==> src/rtl/pwm_peripheral_if.sv <==
// pwm_peripheral_if
//   Groups the register-side inputs and chip-side outputs of the PWM block.
//   master: register block / testbench side (drives enables and duty, observes outputs)
//   slave : pwm_peripheral side
//   Signals:
//     en_reg_out_7_0, en_reg_out_15_8  output enables for out[7:0] / out[15:8]
//     en_reg_pwm_7_0, en_reg_pwm_15_8  PWM-mode selects for out[7:0] / out[15:8]
//     pwm_duty_cycle                   requested duty, 0x00 = 0 %, 0xFF = 100 %
//     out                              16 registered chip outputs
//     period_start                     one-clk pulse when the PWM counter wraps to 0
interface pwm_peripheral_if;
  logic [7:0]  en_reg_out_7_0;
  logic [7:0]  en_reg_out_15_8;
  logic [7:0]  en_reg_pwm_7_0;
  logic [7:0]  en_reg_pwm_15_8;
  logic [7:0]  pwm_duty_cycle;
  logic [15:0] out;
  logic        period_start;

  modport master (
    output en_reg_out_7_0, en_reg_out_15_8, en_reg_pwm_7_0, en_reg_pwm_15_8, pwm_duty_cycle,
    input  out, period_start
  );

  modport slave (
    input  en_reg_out_7_0, en_reg_out_15_8, en_reg_pwm_7_0, en_reg_pwm_15_8, pwm_duty_cycle,
    output out, period_start
  );
endinterface

==> src/rtl/pwm_peripheral.sv <==
// pwm_peripheral
//   Drives 16 chip outputs from the SPI-written control registers. Each output is
//   forced low, held static high, or follows one shared 8-bit PWM waveform. The duty
//   cycle is shadowed and only reloaded at the period boundary, so a mid-period write
//   never produces a runt pulse.
//   Ports:
//     clk    in   system clock, rising edge
//     rst_n  in   asynchronous active-low reset
//     bus    slave modport of pwm_peripheral_if (enables, duty in; out, period_start out)
//   Parameter:
//     CLK_DIV  clk cycles per PWM count step (period = 256*CLK_DIV clk)
module pwm_peripheral #(
  parameter int CLK_DIV = 13
) (
  input  logic             clk,
  input  logic             rst_n,
  pwm_peripheral_if.slave  bus
);

  localparam int              DIV_W    = (CLK_DIV > 1) ? $clog2(CLK_DIV) : 1;
  localparam logic [DIV_W-1:0] DIV_LAST = DIV_W'(CLK_DIV - 1);

  logic [DIV_W-1:0] div_cnt;
  logic             tick;
  logic [7:0]       pwm_cnt;
  logic [7:0]       duty_q;
  logic             wrap;
  logic             pwm_level;
  logic [15:0]      en_out;
  logic [15:0]      en_pwm;
  logic [15:0]      out_d;
  logic [15:0]      out_q;
  logic             period_start_q;

  assign tick   = (div_cnt == DIV_LAST);
  assign wrap   = tick && (pwm_cnt == 8'hFF);
  assign en_out = {bus.en_reg_out_15_8, bus.en_reg_out_7_0};
  assign en_pwm = {bus.en_reg_pwm_15_8, bus.en_reg_pwm_7_0};

  always_ff @(posedge clk or negedge rst_n) begin
    if (!rst_n) begin
      div_cnt <= '0;
    end else if (tick) begin
      div_cnt <= '0;
    end else begin
      div_cnt <= div_cnt + 1'b1;
    end
  end

  // pwm_cnt relies on natural 8-bit overflow for the 255 -> 0 wrap.
  always_ff @(posedge clk or negedge rst_n) begin
    if (!rst_n) begin
      pwm_cnt <= '0;
    end else if (tick) begin
      pwm_cnt <= pwm_cnt + 8'd1;
    end
  end

  // Duty shadow loads on the same edge the counter wraps, so the new duty
  // already governs pwm_cnt == 0.
  always_ff @(posedge clk or negedge rst_n) begin
    if (!rst_n) begin
      duty_q         <= '0;
      period_start_q <= 1'b0;
    end else begin
      period_start_q <= wrap;
      if (wrap) begin
        duty_q <= bus.pwm_duty_cycle;
      end
    end
  end

  // 0xFF is special-cased so full duty never dips low at pwm_cnt == 255.
  always_comb begin
    pwm_level = 1'b0;
    if (duty_q == 8'hFF) begin
      pwm_level = 1'b1;
    end else begin
      pwm_level = (pwm_cnt < duty_q);
    end
  end

  // Disabled bits are low; enabled non-PWM bits are static high.
  always_comb begin
    out_d = en_out & (~en_pwm | {16{pwm_level}});
  end

  always_ff @(posedge clk or negedge rst_n) begin
    if (!rst_n) begin
      out_q <= '0;
    end else begin
      out_q <= out_d;
    end
  end

  assign bus.out          = out_q;
  assign bus.period_start = period_start_q;

endmodule

==> src/flat_wrapper.sv <==
// flat-port wrapper written by rule: the top's interface ports become plain ports
module pwm_peripheral_flat 
#(
  parameter int CLK_DIV = 13
)
  (clk, rst_n, bus_en_reg_out_7_0, bus_en_reg_out_15_8, bus_en_reg_pwm_7_0, bus_en_reg_pwm_15_8, bus_pwm_duty_cycle, bus_out, bus_period_start);
  pwm_peripheral_if bus_i ();
  input  logic clk;
  input  logic rst_n;
  input wire logic [$bits(bus_i.en_reg_out_7_0)-1:0] bus_en_reg_out_7_0;
  input wire logic [$bits(bus_i.en_reg_out_15_8)-1:0] bus_en_reg_out_15_8;
  input wire logic [$bits(bus_i.en_reg_pwm_7_0)-1:0] bus_en_reg_pwm_7_0;
  input wire logic [$bits(bus_i.en_reg_pwm_15_8)-1:0] bus_en_reg_pwm_15_8;
  input wire logic [$bits(bus_i.pwm_duty_cycle)-1:0] bus_pwm_duty_cycle;
  output wire logic [$bits(bus_i.out)-1:0] bus_out;
  output wire logic [$bits(bus_i.period_start)-1:0] bus_period_start;
  assign bus_i.en_reg_out_7_0 = bus_en_reg_out_7_0;
  assign bus_i.en_reg_out_15_8 = bus_en_reg_out_15_8;
  assign bus_i.en_reg_pwm_7_0 = bus_en_reg_pwm_7_0;
  assign bus_i.en_reg_pwm_15_8 = bus_en_reg_pwm_15_8;
  assign bus_i.pwm_duty_cycle = bus_pwm_duty_cycle;
  assign bus_out = bus_i.out;
  assign bus_period_start = bus_i.period_start;
  pwm_peripheral #(.CLK_DIV(CLK_DIV)) u_core (.clk(clk), .rst_n(rst_n), .bus(bus_i));
endmodule
==> config.mk <==
export PLATFORM = sky130hd
export DESIGN_NAME = pwm_peripheral_flat
export DESIGN_NICKNAME = d
export VERILOG_FILES = /design/src/rtl/pwm_peripheral_if.sv /design/src/rtl/pwm_peripheral.sv /design/src/flat_wrapper.sv
export SDC_FILE = /design/constraint.sdc
export NUM_CORES = 1
export LEC_CHECK = 0
export ABC_AREA = 1
export BUFFER_PORTS_ARGS = -buffer_cell sky130_fd_sc_hd__buf_2
export CAP_MARGIN = 20
export CORE_ASPECT_RATIO = 0.5
export CORE_MARGIN = 4
export CORE_UTILIZATION = 45
export DETAILED_ROUTE_END_ITERATION = 16
export PLACE_DENSITY = 0.71
export REMOVE_ABC_BUFFERS = 1
export SYNTH_ARGS = -nofsm -noshare
export SYNTH_HDL_FRONTEND = slang
export SYNTH_SLANG_ARGS = --single-unit
==> constraint.sdc <==
create_clock -name clk -period 2.7 [get_ports clk]
set_input_delay 0.135 -clock clk [delete_from_list [all_inputs] [get_ports clk]]
set_output_delay 0.135 -clock clk [all_outputs]
set_load 0.02 [all_outputs]
Word level (Yosys, flattened, before mapping) --
Index checks and enable logic that the tools add are counted. W data, S select, Z words.
Operators by class: add/subtract/negate cells 2, order comparisons 1, eq/ne operators 3, mux-type cells 2, bitwise gates (word level) 3, reductions and logical operators 1
Operators with widths (count):
- $and A16 B16 Y16 | 1
- $eq A8 B8 Y1 const B | 2
- $not A16 Y16 | 1
- $or A16 B16 Y16 | 1
- $add A8 B1 Y8 const B | 1
- $lt A8 B8 Y1 | 1
- $add A4 B1 Y4 const B | 1
- $eq A4 B4 Y1 const B | 1
- $mux W4 | 1
- $logic_and A1 B1 Y1 | 1
- $mux W1 | 1
Word-level totals: bits in registers 37, input port bits 42, output and inout port bits 17

Logic depth before layout (Yosys ltp) --
Gate-level depths: netlist (run 1).
depth after elaboration 4, depth in mapped cells 12, gate-level depth less buffers 11

Worst setup path before layout (run 1) --
OpenSTA, ideal clock, no wires.
path type register to register, start register u_core.pwm_cnt[5], end register u_core.out_q[10] (netlist: u_core.bus.out[10]), data arrival time 1477 ps, required time 2637 ps, path slack 1161 ps, cell stages (with the launch flop) 10, buffers on the path 1, clock period less this slack 1539 ps, cell sequence dfrtp_1 > ha_1 > a21oi_1 > nor2_1 > nor3_1 > nand2_1 > buf_2 > nand3_1 > nand2_1 > inv_1
On the way: longest elaborated chain between the ends 4
Ends and longest elaborated chain:
- from (decl) | line pwm_peripheral.sv:25 | logic [7:0] pwm_cnt;
- from (signal assigned) | line pwm_peripheral.sv:55 | pwm_cnt <= pwm_cnt + 8'd1;
- $lt A8 B8 Y1 | line pwm_peripheral.sv:79 | pwm_level = (pwm_cnt < duty_q);
- $mux W1 | line pwm_peripheral.sv:76 | if (duty_q == 8'hFF) begin
- $or A16 B16 Y16 | line pwm_peripheral.sv:85 | out_d = en_out & (~en_pwm | {16{pwm_level}});
- $and A16 B16 Y16 | line pwm_peripheral.sv:85
- net u_core.out_d[10] | line pwm_peripheral.sv:31 | logic [15:0] out_d;
- to (signal assigned) | line pwm_peripheral.sv:92 | out_q <= out_d;
- to (decl) | line pwm_peripheral.sv:32 | logic [15:0] out_q;
The timed path passes the listed nets, and every way through them passes these cells. A chain may end at the register's enable or synchronous reset.

Final worst setup path (run 1) --
start register u_core.div_cnt[0], end register u_core.pwm_cnt[5]
On the way: longest elaborated chain between the ends 1
Ends and longest elaborated chain:
- from (decl) | line pwm_peripheral.sv:23 | logic [DIV_W-1:0] div_cnt;
- from (signal assigned) | line pwm_peripheral.sv:46 | div_cnt <= div_cnt + 1'b1;
- $eq A4 B4 Y1 | line pwm_peripheral.sv:35 | assign tick = (div_cnt == DIV_LAST);
Every way passes these cells.

==> summary by stage, run 1 <==
Outcome
The run finished with clean final reports.

GRT
In the global route stage, met2 resource usage came out at 28.0%. The most heavily used metal layer in global routing is met2. For this run, global-route usage on met1 was measured as 21.6%.

The global-route track usage on met3 is 6.60%. Global routing used 17.6% of the available tracks. Global routing finished with a remaining overflow of 0.

The number of antenna violations at the first check in global routing is 0. The pin count of the biggest net entering global routing is 38. The number of global-route vias before repair was 1384.

The first global-routing pass estimated 6350 µm of wire.

Timing
For the pin with the worst max-slew slack, the measured transition is 807 ps. Setup repair after global routing left no endpoint under its margin. Dividing the final minimum period by the clock period gives 66.7%. Clock skew on the completed layout was measured at 9.71 ps.

After layout, the minimum clock period comes to 1800 ps. After layout, the worst setup slack is 898 ps. Based on the critical path, the design can be clocked at up to 555 MHz.

The count of final hold-check violations is 0. The total negative setup slack is 0 ps. Setup violations remaining at the end of the flow were counted as 0.

The max-slew violation count came to 0. In this run the tightest slew margin relative to its limit is 46.2%.

Drt
The first TritonRoute pass finished after 6 iterations. The post-detailed-routing wire length is 3750 µm. After detailed routing, the average wire length per cell comes to 11.9 µm. Across all layers, the routed design uses 1410 vias. The count of routing violations after the opening detailed-route iteration is 51. The remaining antenna violation count after routing is 0.

In the routed layout, each cell is associated on average with a via count of 4.49. The remaining routing DRC violations is 0.

Synth
The number of synthesis warnings is 0. Yosys mapped the design onto 21 distinct sky130hd cell types. Yosys mapped a number of flops with a built-in enable equal to 0.

Synthesis produced a netlist whose cell count is 198. In the synthesized netlist the dominant register cell turns out to be dfrtp_1. Summed over all instances, the cell type with the most area after synthesis is dfrtp_1. Counting flops and latches in the post-synthesis netlist gives 37. Counting flops with an async set or reset pin after synthesis yields a share of 100%. By area the synthesized netlist is led by dfrtp_1 53%, nand2_1 13%, inv_1 7.7%. The sequential fraction of the synthesis area is 52.6%.

The post-synthesis cell area is 1760 µm². After synthesis, the largest area contributor takes up 52.6% of total cell area. Counting instances in the post-synthesis netlist gives the leading cell types as 63 x nand2_1, 37 x dfrtp_1, 36 x inv_1, 17 x nand3_1, 10 x ha_1.

A synthesized cell averages 8.88 µm². The most common cell in the synthesized netlist is nand2_1.

Setup path
The data arrival time of the critical path is 1980 ps. The family of cells with the greatest summed delay on the critical path is simple AND/OR/NAND/NOR gates. STA classifies the critical path endpoint as a flip-flop. The signal on the critical path passes through inv_1 -> ha_1 -> nand2_2 -> nor2_8 -> inv_1 -> nor3_1 -> nand3_1 -> xor2_1. The worst setup path is launched from a flip-flop. The most frequent cell on the critical path is inv_1.

The type of the worst setup path is flip-flop to flip-flop. The buffer and inverter count on the worst path is 2. The peak per-stage delay on the critical path is 380 ps. The required time of the worst setup path is 2880 ps.

The critical-path cell with the highest stage delay is dfrtp_1. Of all nets on the critical path, the largest fanout is 8.

Pwr
The cell-internal power is 0.000778 W. The power consumption is 0.00103 W. The switching fraction of total power is 24.6%. For this design the ratio of total power to cell area is 469 nW/µm². The combinational fraction of design power is 7.7%. The leakage power total is 1.31 nW. The largest vdd supply drop is 259 µV. The net switching power is 0.000253 W. The clock network is responsible for 37.2% of the overall power. The part of the total power dissipated in sequential elements is 55.2%.

Placed design
In this run the tool buffered the top-level ports with 58 buffer cells. The routability-driven placement congestion ratio is 0.841. The post-detailed-placement half-perimeter wirelength is 2930 µm.

Timing analysis after detailed placement gives a worst setup slack of 910 ps.

Floorplanning
The number of primary I/O pins is 59. The die covers 5030 µm². The initial utilization of the core area, before any placement, comes to 49.1%.

The number of rows created at floorplan is 15. The width of the chip is 96.4 µm. The core region is 3580 µm². The die is 52.2 µm tall.

Finish
Compared with the post-synthesis result, the final layout area differs by 25.1%. The number of nets in the layout is 314. The layout filler cell count is 328. The diode insertion count for antenna repair is 0.

The fraction of layout cells with a size suffix above 1 is 28.1%. Cells fill 61.4% of the core in the end.

CTS
The TritonCTS clock tree is done. The depth of the CTS H-tree is 2. The count of instances resized after the clock tree is built is 0. After clock tree synthesis, the clock-pin slew on the worst setup and hold paths is 80 ps.

The root buffer cell chosen for the clock tree is clkbuf_8. The number of buffers between clock root and the deepest sink is 2. At the later pin of the worst-skew pair, clock insertion delay measures 300 ps. Buffers added to address setup during post-CTS repair amount to 0. The TritonCTS buffer count is 5. The number of sinks driven by the clock tree is 37. The hold-fix buffer count after cts is 1.

Flow run
The max capacitance violation total is 0.

Min path
The class of the tightest hold or removal check is input pin to flip-flop.
-- power groups by stage --
stage	registers [W]	clock network (W)	logic [W]
finish	0.000569	0.000383	0.0000793
global route	0.000570	0.000423	0.0000881
CTS	0.000569	0.000393	0.0000810
detailed placement	0.000580	0	0.0000800
global placement	0.000580	0	0.0000785
floorplan	0.000596	0	0.00000886
-- state kept, by name, indices dropped and copies added, names as in the netlist --
name,count
u_core.div_cnt,4
u_core.bus.period_start,1
u_core.duty_q,8
u_core.bus.out,16
u_core.pwm_cnt,8
-- worst paths after layout --
| kind | from | slack [ps] | endpoint | depth (start not counted) |
|---|---|---|---|---|
| min in group asynchronous | rst_n | 460 | u_core.bus.out[15]$_DFF_PN0_ | 2 |
| worst min-delay path | bus_en_reg_out_15_8[7] | 20 | u_core.bus.out[15]$_DFF_PN0_ | 3 |
| worst max register to register | u_core.div_cnt[0]$_DFF_PN0_ | 900 | u_core.pwm_cnt[5]$_DFFE_PN0P_ | 8 |
| max in group asynchronous | rst_n | 1720 | u_core.duty_q[3]$_DFFE_PN0P_ | 2 |
| worst max-delay path | u_core.div_cnt[0]$_DFF_PN0_ | 900 | u_core.pwm_cnt[5]$_DFFE_PN0P_ | 8 |
| worst min register to register | u_core.div_cnt[3]$_DFF_PN0_ | 500 | u_core.div_cnt[3]$_DFF_PN0_ | 1 |
-- cell type report --
cell class	count	area, µm²	area share [%]
inverter	38	143	6.48
sequential	37	926	42.1
tap	51	63.8	2.90
timing repair buffer	59	300	13.6
clock inverter	3	17.5	0.796
clock buffer	5	68.8	3.13
multi-input combinational	121	682	31.0
-- placed cells by master (no fill, tap or decap), drive strengths merged --
cell type    instances
ha                  10
nand3               18
buf                 58
nor2                 6
clkinv               2
inv                 38
nor3                 7
nand4                2
dlygate4sd3          1
dfrtp               37
xnor2                2
o21ai                2
clkinvlp             1
xor2                 6
nand2               65
clkbuf               5
a21oi                3
-- stage by stage --
step	hold slack (ps)	instance area (µm²)	cells
floorplan	-161	1750	196
finish	16.8	2200	314
global route	10.5	2200	314
global placement	266	2100	305
detailed placement	276	2100	305
CTS	10.8	2200	314
-- cells by family (layout without fill, tap and decap cells) --
| kind of cell | count (synthesis) | count (layout) | synth area share (%) |
|---|---|---|---|
| AND/OR/NAND/NOR | 98 | 98 | 26.2 |
| buffers and inverters | 40 | 105 | 8.61 |
| flip-flops | 37 | 37 | 52.6 |
| adder cells (fa/ha/maj) | 10 | 10 | 7.11 |
| XOR/XNOR | 8 | 8 | 3.98 |
| AO/OA/AOI/OAI | 5 | 5 | 1.42 |
-- metal layers --
layer | wire (µm) | part of all wire [%] | vias up
met5 | 0 | 0 | -
li1 | - | - | 731
met2 | 1750 | 47 | 37
met3 | 204 | 5.4 | 4
met4 | 57 | 1.5 | 0
met1 | 1740 | 46 | 638
-- worst reg2reg max path, delay by kind of cell, from the launching register on --
family                     cells  cell delay [ps]
adders and majority gates      1              180
DFF                            1              380
and+or+nand+nor                4              730
xor gates and xnor gates       1              170
buffers and inverters          2              220
(Power assumes the default switching activity.)
==> inputs of run 2 (changes only) <==
Settings changed: ABC_AREA 1 to 0, PLACE_DENSITY 0.71 to 0.72.
Clock period 2.7 ns to 1.9 ns, I/O delays scaled along.
==> summary by stage, run 2 <==
Setup path
The register-to-register setup slack came to 100 ps (-800 ps). The launch point of the worst reg-to-reg path is u_core.pwm_cnt[7]$_DFFE_PN0P_. The critical path starts at u_core.pwm_cnt[7]$_DFFE_PN0P_. The instance count on the critical path is 6 (-2). The required time of the worst setup path is 2050 ps (-830 ps). The type of the worst setup path is flip-flop to flip-flop. The maximum fanout count along the critical path came to 16 (+8). Broken down by cell family, the worst path's largest delay share belongs to compound AO/OA/AOI/OAI gates. The data arrival time of the critical path is 1950 ps (-30 ps). The element type at the critical path start is a flip-flop. Traced cell by cell, the critical path runs through ha_1 -> and4_1 -> o21ai_0 -> o32ai_2 -> buf_6 -> a21boi_0. The peak per-stage delay on the critical path was 440 ps (+60 ps).

The length in cells of the worst reg-to-reg path was 6 (-2). The buffer and inverter count on the worst path is 1 (-1). The largest individual stage delay along the critical path comes from the cell dfrtp_1. The endpoint kind of the worst setup timing path is a flip-flop. The end point of the critical path is u_core.bus.out[3]$_DFF_PN0_.

The capture point of the worst reg-to-reg path is u_core.bus.out[3]$_DFF_PN0_.

Synth
The number of register bits inferred by synthesis came to 37 (unchanged). The synthesized-area fraction occupied by adder cells is 7.64% (+0.53 points). The sequential fraction of the synthesis area was 56.5% (+3.9 points). Among all cell types in the netlist, the one instantiated most often is dfrtp_1. The compound-cell area share of the yosys netlist is 13.3% (+12 points). The main combinational cell family by area after synthesis is compound AO/OA/AOI/OAI gates. By area the synthesized netlist is led by dfrtp_1 57%, ha_1 7.6%, a21boi_0 7.3%. The leading register cell type out of synthesis is dfrtp_1. The largest area contributor in the synthesized netlist is dfrtp_1. The number of enable-type register cells in the synthesized netlist is 0 (unchanged). The number of standard cells after synthesis was 121 (-39%). The number of different library cells in the post-synthesis netlist is 25 (+19%). The commonest cells after synthesis are 37 x dfrtp_1, 16 x a21boi_0, 10 x ha_1, 10 x inv_1, 9 x mux2_2. The portion of netlist area occupied by mux cells is 6.19% (+6.2 points). The average cell area after synthesis is 13.5 µm² (+52%).

The number of synthesis warnings is 0 (unchanged). The synthesized-area fraction occupied by xor and xnor cells is 4.28% (+0.30 points). The fraction of registers with async set or reset after synthesis is 100% (unchanged). The fraction of post-synthesis cell area in the top cell type by area was 56.5% (+3.9 points).

The synthesized-area fraction occupied by and/or/nand/nor cells was 8.40% (-18 points). The post-synthesis cell area is 1640 µm² (-6.9%).

GRT
The number of antenna violations at the first check in global routing is 0 (unchanged). The global-route wire length before repair was 5720 µm (-10%). The number of global-route vias before repair is 1251 (-9.6%).

The pin count of the biggest net entering global routing is 38 (unchanged). The total routing usage reported by global routing is 15.8% (-1.9 points). The global route total overflow is 0 (unchanged).

Timing
The peak clock frequency supported by timing is 554 MHz (about the same). The count of final hold-check violations was 0 (unchanged). The time the worst path needs with I/O delays and setup came to 1800 ps (+1.76 ps). The total setup violations reported at the end of the flow is 0 (unchanged). The total negative setup slack was 0 ps (unchanged).

The transition time of the tightest slew-check pin was 808 ps (+1.11 ps). The final worst-path setup slack was 96.4 ps (-802 ps). The worst clock skew on the final layout came to 8.67 ps (-1.04 ps). Setup repair after global routing left no endpoint under its margin.

The post-route clock period utilization was 94.9% (+28 points). The worst relative slew slack is 46.1% (-0.074 points). The max-slew violation count is 0 (unchanged).

Floorplanning
The initial cell density of the core was 47.2% (-1.9 points). The width of the chip is 93.3 µm (-3.2%). The die outline height came to 50.7 µm (-3.0%). The overall die area was 4730 µm² (-6.1%).

The number of primary I/O pins is 59 (unchanged). The placeable core area is 3470 µm² (-3.1%). The number of rows created at floorplan was 15 (unchanged).

Flow run
The max capacitance violation total came to 0 (unchanged).

CTS
The clock-pin slew on the worst setup and hold paths is 70 ps (about the same). CTS placed an instance of clkbuf_8 at the clock tree root. The insertion delay to the later sink of the worst-skew pair was 280 ps (-20 ps). The depth of the CTS H-tree is 2 (unchanged). The number of sinks driven by the clock tree is 37 (unchanged). The TritonCTS clock tree is done. The number of buffers between clock root and the deepest sink is 2 (unchanged). The TritonCTS buffer count is 5 (unchanged). The total setup buffers inserted after CTS is 0 (unchanged).

Pwr
The largest vdd supply drop was 445 µV (+71%). The power density over the cells came to 675 nW/µm² (+44%). The power consumption was 0.00150 W (+46%).

The leakage power total was 1.10 nW (-16%).

Placed design
The post-place setup slack is 85.9 ps (-824 ps). The area of placed instances is 2000 µm² (-5.0%). The count of buffers inserted at the top-level ports came to 58 (unchanged). The post-detailed-placement half-perimeter wirelength came to 2550 µm (-13%). The routability-driven placement congestion ratio is 0.732 (-13%).

The total placed cells including tap cells was 232 (-24%).

Drt
The first-pass iteration count of the detailed router is 4 (-2). The count of routing violations after the opening detailed-route iteration is 27 (-47%). The post-detailed-routing wire length is 3430 µm (-8.6%).

The wire length per cell is 13.5 µm (+13%). The remaining antenna violation count after routing is 0 (unchanged). The remaining routing DRC violations is 0 (unchanged).

The ratio of routed vias to standard cells is 4.68 (+4.2%). The via count is 1189 (-16%).

Finish
The leading cell type in the layout, fill and taps excluded is buf_2. In the layout the commonest cells are 58 x buf_2, 37 x dfrtp_1, 16 x a21boi_0, 14 x dlygate4sd3_1. The diode insertion count for antenna repair was 0 (unchanged). The post-route standard cell area excluding fillers came to 2230 µm² (+1.1%). The final non-filler cell total was 254 (-19%). The area used by sequential logic in the layout is 926 µm² (unchanged). The fraction of layout cells with a size suffix above 1 is 41.4% (+13 points). The layout filler cell count is 276 (-16%). The post-synthesis to final-layout area growth is 35.9%. The number of nets in the layout is 254 (-19%). The area occupied by multi-input gates is 652 µm² (-4.4%).

The number of flip-flops under the largest register name is 16 (unchanged).

Outcome
The run finished with clean final reports.

Min path
The class of the tightest hold or removal check is input pin to flip-flop.
==> run 2: cell count changes in the layout (fill, tap and decap cells not counted), sizes merged, moves of 9 or more <==
| cell | change |
|---|---|
| inv | -28 |
| mux2 | +9 |
| nand3 | -18 |
| a21boi | +16 |
| dlygate4sd3 | +13 |
| nand2 | -63 |
==> run 2: logic make-up after synthesis <==
group / after synthesis
multiplexers: 9
buffers and inverters: 12
adder cells (fa/ha/maj): 10
flip-flops: 37
AO/OA/AOI/OAI: 26
XOR/XNOR: 8
AND/OR/NAND/NOR: 19
==> run 2: how the worst min path moves through the flow <==
stage	from	endpoint	slack, ps	cells after the start
global route	bus_en_reg_pwm_7_0[3]	u_core.bus.out[3]$_DFF_PN0_	3	2
CTS	bus_en_reg_pwm_7_0[7]	u_core.bus.out[7]$_DFF_PN0_	4	2
finish	bus_en_reg_pwm_7_0[6]	u_core.bus.out[6]$_DFF_PN0_	8	2
global placement	rst_n	u_core.duty_q[6]$_DFFE_PN0P_	220	1
detailed placement	rst_n	u_core.duty_q[6]$_DFFE_PN0P_	240	1
floorplan	rst_n	u_core.bus.out[0]$_DFF_PN0_	-200	0
==> run 2: metrics by stage <==
step	utilization (%)	hold WS, ps
detailed placement	57.6	241
CTS	64.0	4.32
global placement	57.6	225
floorplan	-	-201
global route	64.1	2.65
finish	64.1	8.23
==> run 2: per-layer routing <==
layer | global-route usage, % | vias to the layer above | wire, µm
met5 | 0 | - | 0
met4 | 4.38 | 0 | 19
met3 | 5.09 | 5 | 154
met2 | 28.2 | 25 | 1790
met1 | 18.2 | 573 | 1460
li1 | - | 586 | -
==> run 2: repair_timing <==
item	4_1_cts	5_1_grt
setup endpoints to repair	0	5
gates resized for setup	0	1
hold buffers	14	0
hold endpoints to repair	50	0
==> run 2: final cells by class <==
class / instances / area share (%)
sequential: 37 / 41.6
multi-input combinational: 72 / 29.3
timing repair buffer: 76 / 20.9
clock buffer: 6 / 3.26
tap: 51 / 2.87
inverter: 10 / 1.69
clock inverter: 2 / 0.450
==> run 2: power breakdown <==
part	leakage [nW]	internal, W	switching [W]
Combinational	0.610	0.0000829	0.0000757
Sequential	0.441	0.000814	0.0000119
Clock	0.0450	0.000254	0.000264
==> inputs of run 3 (changes only) <==
Settings changed: PLACE_DENSITY 0.72 to 0.74.
==> summary by stage, run 3 (synthesized netlist as in run 2, its figures left out) <==
Setup path
STA classifies the critical path startpoint as a flip-flop. The required time of the worst setup path came to 2100 ps (+50 ps). In this run the worst setup path begins at u_core.duty_q[7]$_DFFE_PN0P_. The data arrival time of the critical path is 1980 ps (+30 ps).

The startpoint identified for the worst register-to-register timing path is u_core.duty_q[7]$_DFFE_PN0P_. The maximum fanout count along the critical path came to 16 (unchanged). STA classifies the critical path endpoint as a flip-flop. The critical path is of the flip-flop to flip-flop type.

Finish
The library cells used most frequently in the layout, excluding fill and tap cells, are 58 x buf_2, 37 x dfrtp_1, 17 x dlygate4sd3_1, 17 x buf_4, 16 x a21boi_0. The diode insertion count for antenna repair is 0 (unchanged). The post-route standard cell area excluding fillers is 2400 µm² (+8.0%). The post-synthesis to final-layout area growth is 46.8%. The fraction of layout cells with a size suffix above 1 came to 45.5% (+4.1 points). The number of flip-flops under the largest register name is 16 (unchanged). The number of nets in the layout is 271 (+6.7%). The final non-filler cell total came to 271 (+6.7%). The leading cell type in the layout, fill and taps excluded is buf_2.

GRT
The pin count of the biggest net entering global routing is 38 (unchanged). The number of antenna violations at the first check in global routing is 0 (unchanged). The global route total overflow came to 0 (unchanged). The total routing usage reported by global routing is 17.5% (+1.8 points). The global-route wire length before repair is 6200 µm (+8.4%). The number of global-route vias before repair is 1382 (+10%).

Pwr
The largest vdd supply drop is 528 µV (+19%). The power density over the cells is 666 nW/µm² (-1.3%). The relative contribution of the clock network to total power is 37.5% (+3.0 points). The switching fraction of total power is 22.7% (-0.72 points).

The cell-internal power was 0.00124 W (+7.6%). The net switching power is 0.000364 W (+3.3%). The combinational fraction of design power is 11.1% (+0.5 points). The part of the total power dissipated in sequential elements is 51.4% (-3.5 points). The leakage power total is 1.19 nW (+8.7%).

CTS
The clock-pin slew on the worst setup and hold paths came to 70 ps (about the same). The insertion delay to the later sink of the worst-skew pair came to 290 ps (about the same). The TritonCTS clock tree is done. The clock tree root buffer cell is clkbuf_8.

The TritonCTS buffer count came to 5 (unchanged). The depth of the CTS H-tree is 2 (unchanged). The number of sinks driven by the clock tree came to 37 (unchanged). The number of buffers between clock root and the deepest sink is 2 (unchanged).

Placed design
The post-detailed-placement half-perimeter wirelength was 2660 µm (+4.5%). The count of buffers inserted at the top-level ports was 58 (unchanged). The area of placed instances is 2100 µm² (+4.9%). The routability-driven placement congestion ratio is 0.714 (-2.6%).

The total placed cells including tap cells is 245 (+5.6%).

Drt
The first-pass iteration count of the detailed router is 4 (unchanged). The remaining antenna violation count after routing is 0 (unchanged). The count of routing violations after the opening detailed-route iteration was 31 (+15%). The remaining routing DRC violations is 0 (unchanged).

The via count was 1233 (+3.7%). The ratio of routed vias to standard cells was 4.55 (-2.8%). The wire length per cell is 13.6 µm (+0.62%).

The post-detailed-routing wire length is 3680 µm (+7.4%).

Timing
Setup repair after global routing left no endpoint under its margin. The time the worst path needs with I/O delays and setup is 1790 ps (-16.1 ps). The peak clock frequency supported by timing is 559 MHz (+0.90%). The count of final hold-check violations is 0 (unchanged). The max-slew violation count is 0 (unchanged). The total setup violations reported at the end of the flow is 0 (unchanged). The worst relative slew slack came to 47.2% (+1.1 points).

The total negative setup slack was 0 ps (unchanged). The post-route clock period utilization is 94.1% (-0.85 points). The transition time of the tightest slew-check pin is 792 ps (-16.1 ps). The worst clock skew on the final layout is 8.70 ps (+0.0318 ps). The final-layout worst hold slack is 35.3 ps (+27.1 ps).

Floorplanning
The placeable core area was 3470 µm² (unchanged). The die outline height is 50.7 µm (unchanged). The initial cell density of the core is 47.2% (unchanged).

The width of the chip is 93.3 µm (unchanged). The number of rows created at floorplan is 15 (unchanged). The overall die area is 4730 µm² (unchanged). The number of primary I/O pins is 59 (unchanged).

Outcome
The flow ran to the end, and the final reports show no timing, DRC or antenna violations.

Flow run
The max capacitance violation total is 0 (unchanged).

Min path
The hold path startpoint is bus_pwm_duty_cycle[5]. The class of the tightest hold or removal check is input pin to flip-flop.
==> run 3: worst max-delay path, stage by stage, from the launching register on <==
cell      delay [ps]
dfrtp_1          360
inv_1             50
ha_1             300
buf_4            140
a41o_1           190
a21oi_2          170
o32ai_4          120
buf_12           160
a21boi_0         200
==> run 3: what timing repair did <==
item                                    CTS  global route
pin swaps                                 1             0
gates resized for setup                   1             1
endpoints found under the hold margin    53             0
endpoints found under the setup margin   16            15
buffers inserted                          1             0
hold buffers                             17             0
==> run 3: final cells by class <==
type	instances	area (µm²)
multi-input combinational	72	667
fill	250	1070
clock buffer	7	96.3
timing repair buffer	93	608
inverter	10	37.5
clock inverter	1	5.00
sequential	37	926
tap	51	63.8
==> run 3: per-stage QoR <==
step	utilization [%]	total power, W	setup slack, ps
global placement	60.4	0.000984	-185
detailed placement	60.4	0.000990	-280
finish	69.2	0.00160	112
CTS	69.1	0.00162	56.3
floorplan	-	0.000897	43.1
global route	69.2	0.00167	6.32
==> run 3: layer usage <==
metal  up-vias  GRT usage, %  routed length (µm)  share of wire (%)
met4         0          9.25                  34               0.92
met1       576          19.6                1500                 41
met2        29          30.2                1950                 53
li1        624             -                   -                  -
met5         -             0                   0                  0
met3         4          5.54                 192                5.2
==> run 3: worst paths after layout <==
path | endpoint | slack, ps | cells past startpoint
worst min register to register | u_core.div_cnt[3]$_DFF_PN0_ | 470 | 1
min in group asynchronous | u_core.duty_q[5]$_DFFE_PN0P_ | 420 | 2
worst max register to register | u_core.bus.out[0]$_DFF_PN0_ | 110 | 8
worst max-delay path | u_core.bus.out[0]$_DFF_PN0_ | 110 | 8
worst min-delay path | u_core.duty_q[5]$_DFFE_PN0P_ | 40 | 2
max in group asynchronous | u_core.duty_q[3]$_DFFE_PN0P_ | 970 | 2
==> run 3: power groups by stage <==
stage,clock network (W),logic (W),registers (W)
global placement,0,0.000145,0.000838
finish,0.000600,0.000178,0.000824
floorplan,0,0.0000341,0.000862
detailed placement,0,0.000151,0.000838
CTS,0.000621,0.000180,0.000823
global route,0.000648,0.000198,0.000825
